==> config.mk <==
export PLATFORM = sky130hd
export DESIGN_NAME = obstacle_spawner
export DESIGN_NICKNAME = d
export VERILOG_FILES = /design/src/rtl/obstacle_spawner.sv
export SDC_FILE = /design/constraint.sdc
export NUM_CORES = 1
export LEC_CHECK = 0
export ABC_AREA = 1
export ABC_CLOCK_PERIOD_IN_PS = 2000
export CAP_MARGIN = 10
export CORE_ASPECT_RATIO = 0.75
export CORE_MARGIN = 2
export CORE_UTILIZATION = 50
export CTS_CLUSTER_SIZE = 10
export DETAILED_ROUTE_END_ITERATION = 10
export PLACE_DENSITY = 0.83
export SYNTH_ARGS = -nofsm -noshare
export SYNTH_HDL_FRONTEND = slang
export SYNTH_SLANG_ARGS = --single-unit
==> constraint.sdc <==
create_clock -name clk -period 2 [get_ports clk]
set_input_delay 0.4 -clock clk [delete_from_list [all_inputs] [get_ports clk]]
set_output_delay 0.4 -clock clk [all_outputs]
set_load 0.02 [all_outputs]
==> src/rtl/obstacle_spawner.sv <==
// obstacle_spawner -- side-scroller obstacle generator.
// Waits a pseudo-random gap, spawns one obstacle at the right screen edge,
// scrolls it left once per frame tick and retires it at the left edge,
// counting retired obstacles as the score. A collision freezes the game
// until the next start request.
// Optional feature: define OBS_SPEEDUP_EN to raise the scroll step by one
// on every 8th retired obstacle, saturating at STEP_MAX. Without it the
// step is the constant STEP_INIT.
module obstacle_spawner #(
  parameter int SCREEN_W  = 640,
  parameter int STEP_INIT = 2,
  parameter int STEP_MAX  = 8,
  parameter int GAP_MIN   = 32
) (
  input  logic        clk,
  input  logic        rst,
  input  logic        tick,
  input  logic        start,
  input  logic        collided,
  output logic [10:0] ObsX,
  output logic [6:0]  ObsH,
  output logic [7:0]  ObsW,
  output logic        obs_valid,
  output logic        passed,
  output logic [15:0] score,
  output logic        halted
);

  typedef enum logic [2:0] {
    S_IDLE,
    S_GAP,
    S_SPAWN,
    S_MOVE,
    S_HALT
  } state_t;

  localparam logic [10:0] SPAWN_X     = 11'(SCREEN_W);
  localparam logic [10:0] STEP_INIT_V = 11'(STEP_INIT);
  localparam logic [7:0]  GAP_MIN_V   = 8'(GAP_MIN);
  localparam logic [15:0] LFSR_SEED   = 16'hACE1;
  localparam logic [15:0] SCORE_MAX   = 16'hFFFF;

  state_t      state_q, state_d;
  logic [7:0]  gap_cnt_q, gap_cnt_d;
  logic [15:0] lfsr_q, lfsr_d;
  logic [10:0] obs_x_q, obs_x_d;
  logic [6:0]  obs_h_q, obs_h_d;
  logic [7:0]  obs_w_q, obs_w_d;
  logic        obs_valid_q, obs_valid_d;
  logic        passed_q, passed_d;
  logic [15:0] score_q, score_d;
  logic        halted_q, halted_d;

  logic        lfsr_fb;
  logic [7:0]  gap_load;
  logic [15:0] score_inc;
  logic        score_rolls;
  logic [10:0] step_v;

`ifdef OBS_SPEEDUP_EN
  localparam logic [10:0] STEP_MAX_V = 11'(STEP_MAX);

  logic [10:0] step_q, step_d;

  assign step_v = step_q;
`else
  assign step_v = STEP_INIT_V;
`endif

  // Feedback of the Fibonacci LFSR (taps 16/14/13/11), the new gap length
  // and the saturating score increment are shared by several transitions.
  assign lfsr_fb     = lfsr_q[15] ^ lfsr_q[13] ^ lfsr_q[12] ^ lfsr_q[10];
  assign gap_load    = GAP_MIN_V + 8'(lfsr_q[4:0]);
  assign score_inc   = (score_q == SCORE_MAX) ? score_q : score_q + 16'd1;
  assign score_rolls = (score_q != SCORE_MAX) && (score_inc[2:0] == 3'd0);

  // The random source advances on each frame tick unless the game is frozen.
  always_comb begin
    lfsr_d = lfsr_q;
    if (tick && (state_q != S_HALT)) begin
      lfsr_d = {lfsr_q[14:0], lfsr_fb};
    end
  end

  // Next-state and datapath updates for the spawn / move / retire cycle.
  always_comb begin
    state_d     = state_q;
    gap_cnt_d   = gap_cnt_q;
    obs_x_d     = obs_x_q;
    obs_h_d     = obs_h_q;
    obs_w_d     = obs_w_q;
    obs_valid_d = obs_valid_q;
    passed_d    = 1'b0;
    score_d     = score_q;
    halted_d    = halted_q;
`ifdef OBS_SPEEDUP_EN
    step_d      = step_q;
`endif

    case (state_q)
      S_IDLE: begin
        if (start) begin
          state_d   = S_GAP;
          gap_cnt_d = gap_load;
          score_d   = 16'd0;
`ifdef OBS_SPEEDUP_EN
          step_d    = STEP_INIT_V;
`endif
        end
      end

      S_GAP: begin
        if (collided) begin
          state_d  = S_HALT;
          halted_d = 1'b1;
        end else if (tick) begin
          gap_cnt_d = gap_cnt_q - 8'd1;
          if (gap_cnt_q == 8'd1) begin
            state_d = S_SPAWN;
          end
        end
      end

      S_SPAWN: begin
        if (collided) begin
          state_d  = S_HALT;
          halted_d = 1'b1;
        end else begin
          state_d     = S_MOVE;
          obs_x_d     = SPAWN_X;
          obs_valid_d = 1'b1;
          case (lfsr_q[1:0])
            2'b00:   begin obs_h_d = 7'd35; obs_w_d = 8'd17; end
            2'b01:   begin obs_h_d = 7'd50; obs_w_d = 8'd25; end
            2'b10:   begin obs_h_d = 7'd35; obs_w_d = 8'd51; end
            default: begin obs_h_d = 7'd50; obs_w_d = 8'd75; end
          endcase
        end
      end

      S_MOVE: begin
        if (collided) begin
          state_d  = S_HALT;
          halted_d = 1'b1;
        end else if (tick) begin
          if (obs_x_q >= step_v) begin
            obs_x_d = obs_x_q - step_v;
          end else begin
            state_d     = S_GAP;
            obs_x_d     = 11'd0;
            obs_valid_d = 1'b0;
            passed_d    = 1'b1;
            score_d     = score_inc;
            gap_cnt_d   = gap_load;
`ifdef OBS_SPEEDUP_EN
            if (score_rolls && (step_q < STEP_MAX_V)) begin
              step_d = step_q + 11'd1;
            end
`endif
          end
        end
      end

      S_HALT: begin
        if (start) begin
          state_d     = S_GAP;
          gap_cnt_d   = gap_load;
          score_d     = 16'd0;
          obs_valid_d = 1'b0;
          halted_d    = 1'b0;
`ifdef OBS_SPEEDUP_EN
          step_d      = STEP_INIT_V;
`endif
        end
      end

      default: begin
        state_d = S_IDLE;
      end
    endcase
  end

  // State and datapath registers; reset discards any obstacle in flight.
  always_ff @(posedge clk or posedge rst) begin
    if (rst) begin
      state_q     <= S_IDLE;
      gap_cnt_q   <= 8'd0;
      lfsr_q      <= LFSR_SEED;
      obs_x_q     <= 11'd0;
      obs_h_q     <= 7'd0;
      obs_w_q     <= 8'd0;
      obs_valid_q <= 1'b0;
      passed_q    <= 1'b0;
      score_q     <= 16'd0;
      halted_q    <= 1'b0;
    end else begin
      state_q     <= state_d;
      gap_cnt_q   <= gap_cnt_d;
      lfsr_q      <= lfsr_d;
      obs_x_q     <= obs_x_d;
      obs_h_q     <= obs_h_d;
      obs_w_q     <= obs_w_d;
      obs_valid_q <= obs_valid_d;
      passed_q    <= passed_d;
      score_q     <= score_d;
      halted_q    <= halted_d;
    end
  end

`ifdef OBS_SPEEDUP_EN
  // Scroll step register, only present when the speedup feature is built in.
  always_ff @(posedge clk or posedge rst) begin
    if (rst) begin
      step_q <= STEP_INIT_V;
    end else begin
      step_q <= step_d;
    end
  end
`else
  // The rolling indication only matters when the step can change.
  logic unused_roll;
  assign unused_roll = score_rolls;
`endif

  assign ObsX      = obs_x_q;
  assign ObsH      = obs_h_q;
  assign ObsW      = obs_w_q;
  assign obs_valid = obs_valid_q;
  assign passed    = passed_q;
  assign score     = score_q;
  assign halted    = halted_q;

endmodule

# == Word level (Yosys, flattened, before mapping) ==
# Index checks and enable logic that the tools add are counted.
# classes
addsub,4
n_lt_le_gt_ge,1
eq_ne,23
muxes,41
n_bitwise,4
reduce_logical,18
# op_table
cell,count
two-way mux 16 bit,5
two-way mux 8 bit,6
two-way mux 11 bit,4
one-hot mux 16 bit (2 select lines),1
two-way mux 3 bit,8
one-hot mux 8 bit (3 select lines),1
one-hot mux 11 bit (2 select lines),1
one-hot mux 7 bit (3 select lines),1
"adder 16 x 1 -> 16 bit, second input constant",1
"== test 16 bit, second input constant",1
"!= test 2 bit, second input constant",8
"!= test 3 bit, second input constant",5
one-hot mux 3 bit (4 select lines),1
AND reduction 6 bit,2
"greater-or-equal comparator 11 x 2 -> 1 bit, second input constant",1
"subtractor 11 x 2 -> 11 bit, second input constant",1
two-way mux 1 bit,10
"== test 8 x 1 -> 1 bit, second input constant",1
"subtractor 8 x 1 -> 8 bit, second input constant",1
"adder 6 x 5 -> 7 bit, first input constant",1
AND reduction 7 bit,1
"== test 3 x 2 -> 1 bit, second input constant",2
nonzero test 2 bit,3
nonzero test 3 bit,2
19 further kinds,23
# totals
ff_bits,72
in_bits,5
out_inout_bits,45
elab_cells,101

# == Depth between registers and ports, before layout ==
# Gate-level depths: netlist of run 1.
# depth
word_depth,6
ltp_mapped,11
depth_no_buf,10

# == Worst setup path after synthesis of run 1 ==
# Ideal clock, no wire load.
# synth_timing
path_kind,register to register
startpoint,"register obs_x_q[1], in the netlist ObsX[1]"
endpoint,"register score_q[2], in the netlist score[2]"
setup_time_ns,0.065
t_arrival_ns,1.660
required_ns,1.935
slack_ns,0.275
stages_incl_launch_ff,12
path_buffers,1
synth_period_minus_slack_ns,1.725
path_cell_list,dfrtp_1 -> inv_1 -> ha_1 -> nand3_1 -> nor2_2 -> nand2_2 -> nand2_4 -> nand2_1 -> nor2_4 -> buf_6 -> nand2_1 -> nand2_1
# synth_between
elab_chain_cells,3
# synth_rtl
element,line,source
"start, declared",46,"logic [10:0] obs_x_q, obs_x_d;"
"start signal, assigned",200,obs_x_q <= obs_x_d;
greater-or-equal comparator 11 x 2 -> 1 bit,146,if (obs_x_q >= step_v) begin
!= test 2 bit (no line),--,
AND reduction 6 bit (no line),--,
"end signal, assigned",205,score_q <= score_d;
"end, declared",51,"logic [15:0] score_q, score_d;"
# No other way between the ends.
# A chain may end at the register's enable or synchronous reset.

# == Final worst setup path of run 1 ==
# layout_timing
startpoint,"register score_q[14], in the netlist score[14]"
endpoint,output port score[14]
# layout_lines
element,line,source
"end, declared",25,"output logic [15:0] score,"
# No word-level cell between the ends.

==> results.md, run 1 <==
* Run status: completed
* Cts bufs inserted at 9
* Most common cell after layout, fill and taps aside: nand2_1
* GRT Total Usage at 0.218
* Die X at around 100 um
* Iter 0 DRT Violations at 219
* Clk_lat worst skew at 0.35 ns
* Most frequent cells in the layout: nand2_1 (149), nor2_1 (82), dfrtp_1 (56)
* Final setup viols at 0
* Area of the core at 6900 sq um
* CP Capture Type: output pin
* Reg clk slew, reported paths at roughly 0.07 ns
* Ant diodes at 0
* DIE HEIGHT at 77.7 um
* RR Startpoint: ObsX[1]
* Fin. max-slew vios at 0
* Initial antenna violation count at 0
* Clock skew at 0.00881 ns
* Mapped Cells at 476
* Vias per std cell at 4.99
* Ports at 50
* Maximum VDD drop at between 1 and 1.5 mV
* Seq cells post-synth at 64
* Arrival time worst endpoint at 1.47 ns
* Vias at 3,164
* HP Class: in2async
* Area delta synth->final at 21.0%
* WHS at 0.433 ns
* Reg2reg end: score[3]
* R2r worst-path depth at 11
* Drt first pass iters at 4
* CTS tree: yes
* Vias in the first global route at just over 3k
* Yosys warns at 0
* Routed WL at 7950 um
* DRC at 0
* Required @ worst endpoint at 1.60 ns
* GPL Wtd Cong at 0.890
* Yosys cell types at 36
* Design area at 4380 sq um
* HPWL after DPL at between 5000 and 6000 um
* CP peak stage delay at 0.65 ns
* Post-DRT Antenna Nets at 0
* Grt ovf at 0
* Nets at 540
* Worst Setup Start Kind: flip-flop
* Cell family with most CP delay: buffers and inverters
* Global-route wire length before repair at 13,600 um
* Post-DP Area at 4190 sq um
* Row count at 26
* P per Cell Area at 1430 nW/um^2
* Layout cell share with drive strength beyond 1 at 0.127
* Register area share after synthesis at 0.445
* CTS root buf: clkbuf_8
* Number of clock sinks at 64
* Final Hold Vio Count at 0
* Final period util at 0.933
* Starting density of the core at 0.525
* Avg Inst Size Synth at 7.61 sq um
* CP max FO at 5
* Worst reg2reg setup slack at 0.14 ns
* Die ar. at 7950 sq um
* Input/output buffers at 43
* Largest net degree at the start of global routing at 65
* Max-cap check violation count at 0
* Critical Path Slowest Stage Cell: clkdlybuf4s50_1
* Cell area after synthesis at 3620 sq um
* Critical-path cell list: clkdlybuf4s50_1
* Critical path class: reg2out
* Crit path time final at 1.87 ns
* Routed len/inst at 12.5 um
* H-tree levels at 3
* Max frequency at ~540 MHz
* Buf/Inv on CP at 1
* Clock Tree Buf Depth at 2
* Static leakage at 0.00211 uW
-- repair_timing --
action | CTS | global route
setup endpoints to repair | 0 | 16
setup buffers | 0 | 1
resized for setup | 0 | 1
hold buffers | 0 | 0
-- layer usage --
metal / track usage / vias to the layer above / share of wire
met5: 0 / - / 0
li1: - / 1586 / -
met3: 0.0568 / 16 / 0.047
met1: 0.298 / 1484 / 0.47
met2: 0.336 / 78 / 0.46
met4: 0.0747 / 0 / 0.020
-- flip-flops by register name (all words and copies together) (netlist names) --
signal	count
lfsr_q	16
obs_valid	1
halted	1
ObsW	5
passed	1
score	16
state_q	3
gap_cnt_q	8
ObsX	10
ObsH	3
-- through the flow --
step                worst slack, ns  TNS (ns)   util  power, uW  cells
floorplan                    0.0151         0      -       4260    481
global placement             0.0365         0  0.607       5090    617
detailed placement          0.00722         0  0.607       5200    617
CTS                           0.143         0  0.634       6250    633
global route                -0.0484    -0.385  0.636       6730    634
finish                        0.134         0  0.636       6250    634
-- how the worst max path moves through the flow --
| stage | start | to | depth (start not counted) |
|---|---|---|---|
| after floorplan | rst | ObsH[0] | 1 |
| after global placement | tick | ObsX[10] | 9 |
| after detailed placement | tick | ObsX[6] | 10 |
| after CTS | ObsX[7] | ObsX[7] | 1 |
| after global routing | ObsX[1] | score[3] | 11 |
| final | score[14] | score[14] | 1 |
-- final cells by class --
type,count,area [sq um]
repair buffers,57,573
well taps,98,123
clock buffers,10,138
multi-input cells,360,1750
clock inverters,6,43.8
fillers,612,2510
flip-flops and latches,64,1610
inverters,39,148
-- power breakdown --
| part | internal [uW] | switching, uW |
|---|---|---|
| Combinational | 1240 | 1780 |
| Sequential | 1800 | 416 |
| Clock | 487 | 532 |
| Total | 3520 | 2730 |
-- cell usage after synthesis --
| master | number | share of area |
|---|---|---|
| nand2_1 | 149 | 0.15 |
| nand4_1 | 3 | 0.0052 |
| o21ai_2 | 6 | 0.015 |
| nand4_2 | 1 | 0.0035 |
| inv_1 | 37 | 0.038 |
| a21oi_4 | 1 | 0.0045 |
| nor2_2 | 3 | 0.0052 |
| buf_2 | 2 | 0.0028 |
| buf_6 | 5 | 0.016 |
| nor3b_1 | 3 | 0.0062 |
| o21bai_1 | 1 | 0.0021 |
| dfrtp_1 | 56 | 0.39 |
| nand3b_1 | 2 | 0.0041 |
| xnor2_1 | 7 | 0.017 |
| or2_2 | 3 | 0.0052 |
| nor2_4 | 3 | 0.0093 |
| conb_1 | 1 | 0.0010 |
| o21ai_0 | 28 | 0.039 |
| clkinv_2 | 1 | 0.0014 |
| dfstp_2 | 8 | 0.058 |
| clkbuf_1 | 2 | 0.0021 |
| a21oi_1 | 6 | 0.0083 |
| nand2_4 | 3 | 0.0093 |
| and3_1 | 2 | 0.0035 |
| nand2_2 | 3 | 0.0052 |
| nand3_4 | 1 | 0.0048 |
| nand3_1 | 25 | 0.035 |
| nor3_1 | 3 | 0.0041 |
| inv_2 | 1 | 0.0010 |
| xor2_1 | 11 | 0.027 |
| clkbuf_2 | 1 | 0.0014 |
| ha_1 | 4 | 0.014 |
| nor2_1 | 82 | 0.085 |
| buf_4 | 8 | 0.017 |
| o21a_1 | 2 | 0.0041 |
| nand3_2 | 2 | 0.0055 |
-- cells by family (layout without fill, tap and decap cells) --
group	Yosys count	after routing	share of synthesized area
AOI/OAI and AO/OA	44	44	0.0722
buffers and inverters	57	112	0.0791
DFF	64	64	0.445
and+or+nand+nor	288	288	0.345
adders and majority gates	4	4	0.0138
xor gates and xnor gates	18	18	0.0435
other	1	6	0.00104
Power figures use the tool's default switching activity.
==> inputs of run 2 (changes only) <==
Settings changed: SKIP_LAST_GASP set to 1.
==> results of run 2 <==
The final DEF is identical to that of run 1; final timing and power are the same.
==> inputs of run 3 (changes only) <==
Settings changed: REMOVE_ABC_BUFFERS set to 1.
==> run 3 against run 2 <==
Core utilization increased by 0.15 points. Total power shrank 1.2%. Highest routed layer unchanged. Clock power shrank 6%.
==> results.md, run 3 (synthesis results as in run 1) <==
* Die X at 102 um (unchanged)
* Initial antenna violation count at 0 (unchanged)
* Worst Setup Start Kind: flip-flop (unchanged)
* Buf/Inv on CP at 1 (unchanged)
* Crit path time final at 1.86 ns (was 1.87 ns)
* Gate power share at 0.485 (was 0.483)
* Cts bufs inserted at 9 (unchanged)
* Static leakage at 0.00211 uW (about the same)
* Largest net degree at the start of global routing at 37 (was 65)
* Arrival time worst endpoint at 1.46 ns (was 1.47 ns)
* CTS tree: yes (unchanged)
* Maximum VDD drop at 0.955 mV (was 1.04 mV)
* Vias at 3,201 (was 3,164)
* Final Hold Vio Count at 0 (unchanged)
* RR Startpoint: ObsX[1] (unchanged)
* HPWL after DPL at 5730 um (was 5600 um)
* Number of clock sinks at 64 (unchanged)
* Most frequent cells in the layout: nand2_1 (149), nor2_1 (82), dfrtp_1 (56) (unchanged)
* Final setup viols at 0 (unchanged)
* Critical-path cell list: clkdlybuf4s50_1 (unchanged)
* P per Cell Area at 1400 nW/um^2 (was 1430 nW/um^2)
* Grt ovf at 0 (unchanged)
* Required @ worst endpoint at 1.60 ns (about the same)
* Reg power frac at 0.359 (was 0.354)
* Clock skew at 0.00898 ns (was 0.00881 ns)
* Psw at 2630 uW (was 2730 uW)
* Starting density of the core at 0.525 (unchanged)
* Area delta synth->final at 21.3% (was 21.0%)
* Critical path class: reg2out (unchanged)
* Vias per std cell at 5.03 (was 4.99)
* Iter 0 DRT Violations at 206 (was 219)
* Reg2reg end: score[10] (was score[3])
* Row count at 26 (unchanged)
* Pre-CTS setup slack at 0.0619 ns (was 0.00722 ns)
* Most common cell after layout, fill and taps aside: nand2_1 (unchanged)
* Post-CTS Repair Setup Buffers at 0 (unchanged)
* Max-cap check violation count at 0 (unchanged)
* DIE HEIGHT at 77.7 um (unchanged)
* Area of the core at 6900 sq um (unchanged)
* Reg clk slew, reported paths at 0.07 ns (about the same)
* Ant diodes at 0 (unchanged)
* Final period util at 0.932 (was 0.933)
* RSZ-0062 raised after global routing: no
* Clock share of power at 0.156 (was 0.163)
* H-tree levels at 3 (unchanged)
* Ports at 50 (unchanged)
* CP max FO at 6 (was 5)
* GRT Total Usage at 0.218 (about the same)
* Clk_lat worst skew at 0.34 ns (was 0.35 ns)
* Vias in the first global route at 2,966 (was 3,032)
* Fin Setup TNS at 0 ns (unchanged)
* Hold_buf cts at 0 (unchanged)
* Worst reg2reg setup slack at 0.19 ns (was 0.14 ns)
* Drt first pass iters at 5 (was 4)
* Routed WL at 7940 um (was 7950 um)
* R2r worst-path depth at 11 (unchanged)
* Internal at 3540 uW (was 3520 uW)
* Max frequency at 537 MHz (was 536 MHz)
* GPL Wtd Cong at 0.877 (was 0.890)
* Layout cell share with drive strength beyond 1 at 0.121 (was 0.127)
* Setup ws final at 0.136 ns (was 0.134 ns)
* Sw Share at 0.426 (was 0.436)
* Critical Path Slowest Stage Cell: clkdlybuf4s50_1 (unchanged)
* Die ar. at 7950 sq um (unchanged)
* DRC at 0 (unchanged)
* CTS root buf: clkbuf_8 (unchanged)
* Global-route wire length before repair at 13,600 um (about the same)
* Clock Tree Buf Depth at 2 (unchanged)
* HP Class: in2async (unchanged)
* Routed len/inst at 12.5 um (about the same)
* Area of the multi-input gates at 1740 sq um (was 1750 sq um)
* Area taken by flip-flops and latches at 1610 sq um (unchanged)
* Post-DRT Antenna Nets at 0 (unchanged)
* CP Capture Type: output pin (unchanged)
* Fillers at 620 (was 612)
* Nets at 543 (was 540)
* Input/output buffers at 43 (unchanged)
* Cell family with most CP delay: buffers and inverters (unchanged)
* Run status: completed (unchanged)
* CP peak stage delay at 0.65 ns (about the same)
* Fin. max-slew vios at 0 (unchanged)
==> run 3: per-stage QoR <==
step                      total power (uW)  std cells  utilization  hold WS, ns  cell area [sq um]
after floorplan                       4070        463            -        0.443               3500
after global placement                5110        621        0.614        0.449               4230
after detailed placement              5220        621        0.614        0.456               4230
after CTS                             6200        637        0.637        0.401               4390
after global routing                  6670        637        0.637        0.434               4390
final                                 6170        637        0.637        0.400               4390
==> run 3: layout make-up <==
type                       instances  area share
clock buffer                      15      0.0356
multi-input combinational        360       0.396
timing repair buffer              60       0.138
inverter                          39      0.0336
tap                               98      0.0279
sequential                        64       0.367
clock inverter                     1     0.00114
==> run 3: worst max path at each step <==
stage / startpoint / endpoint / cells after the start
after global routing: ObsX[1] / score[10] / 11
after global placement: tick / ObsX[10] / 9
after floorplan: rst / ObsH[0] / 1
final: ObsX[7] / ObsX[7] / 1
after detailed placement: collided / ObsX[10] / 8
after CTS: ObsX[7] / ObsX[7] / 1
==> run 3: power groups by stage <==
stage               sequential, uW  clock, uW  combinational (uW)
finish                        2220        961                2990
CTS                           2210        981                3000
detailed placement            2220          0                3000
global route                  2290       1040                3340
global placement              2210          0                2900
floorplan                     2390          0                1680
==> run 3: repair_timing <==
item,CTS,global route
endpoints found under the hold margin,0,0
endpoints found under the setup margin,0,2
resized for setup,0,1
==> run 3: layer usage <==
metal  up-vias  track usage  part of all wire
met5         -            0                 0
met4         0       0.0773             0.011
met3        13       0.0532             0.065
met2       106        0.312              0.44
met1      1489        0.321              0.48
li1       1593            -                 -
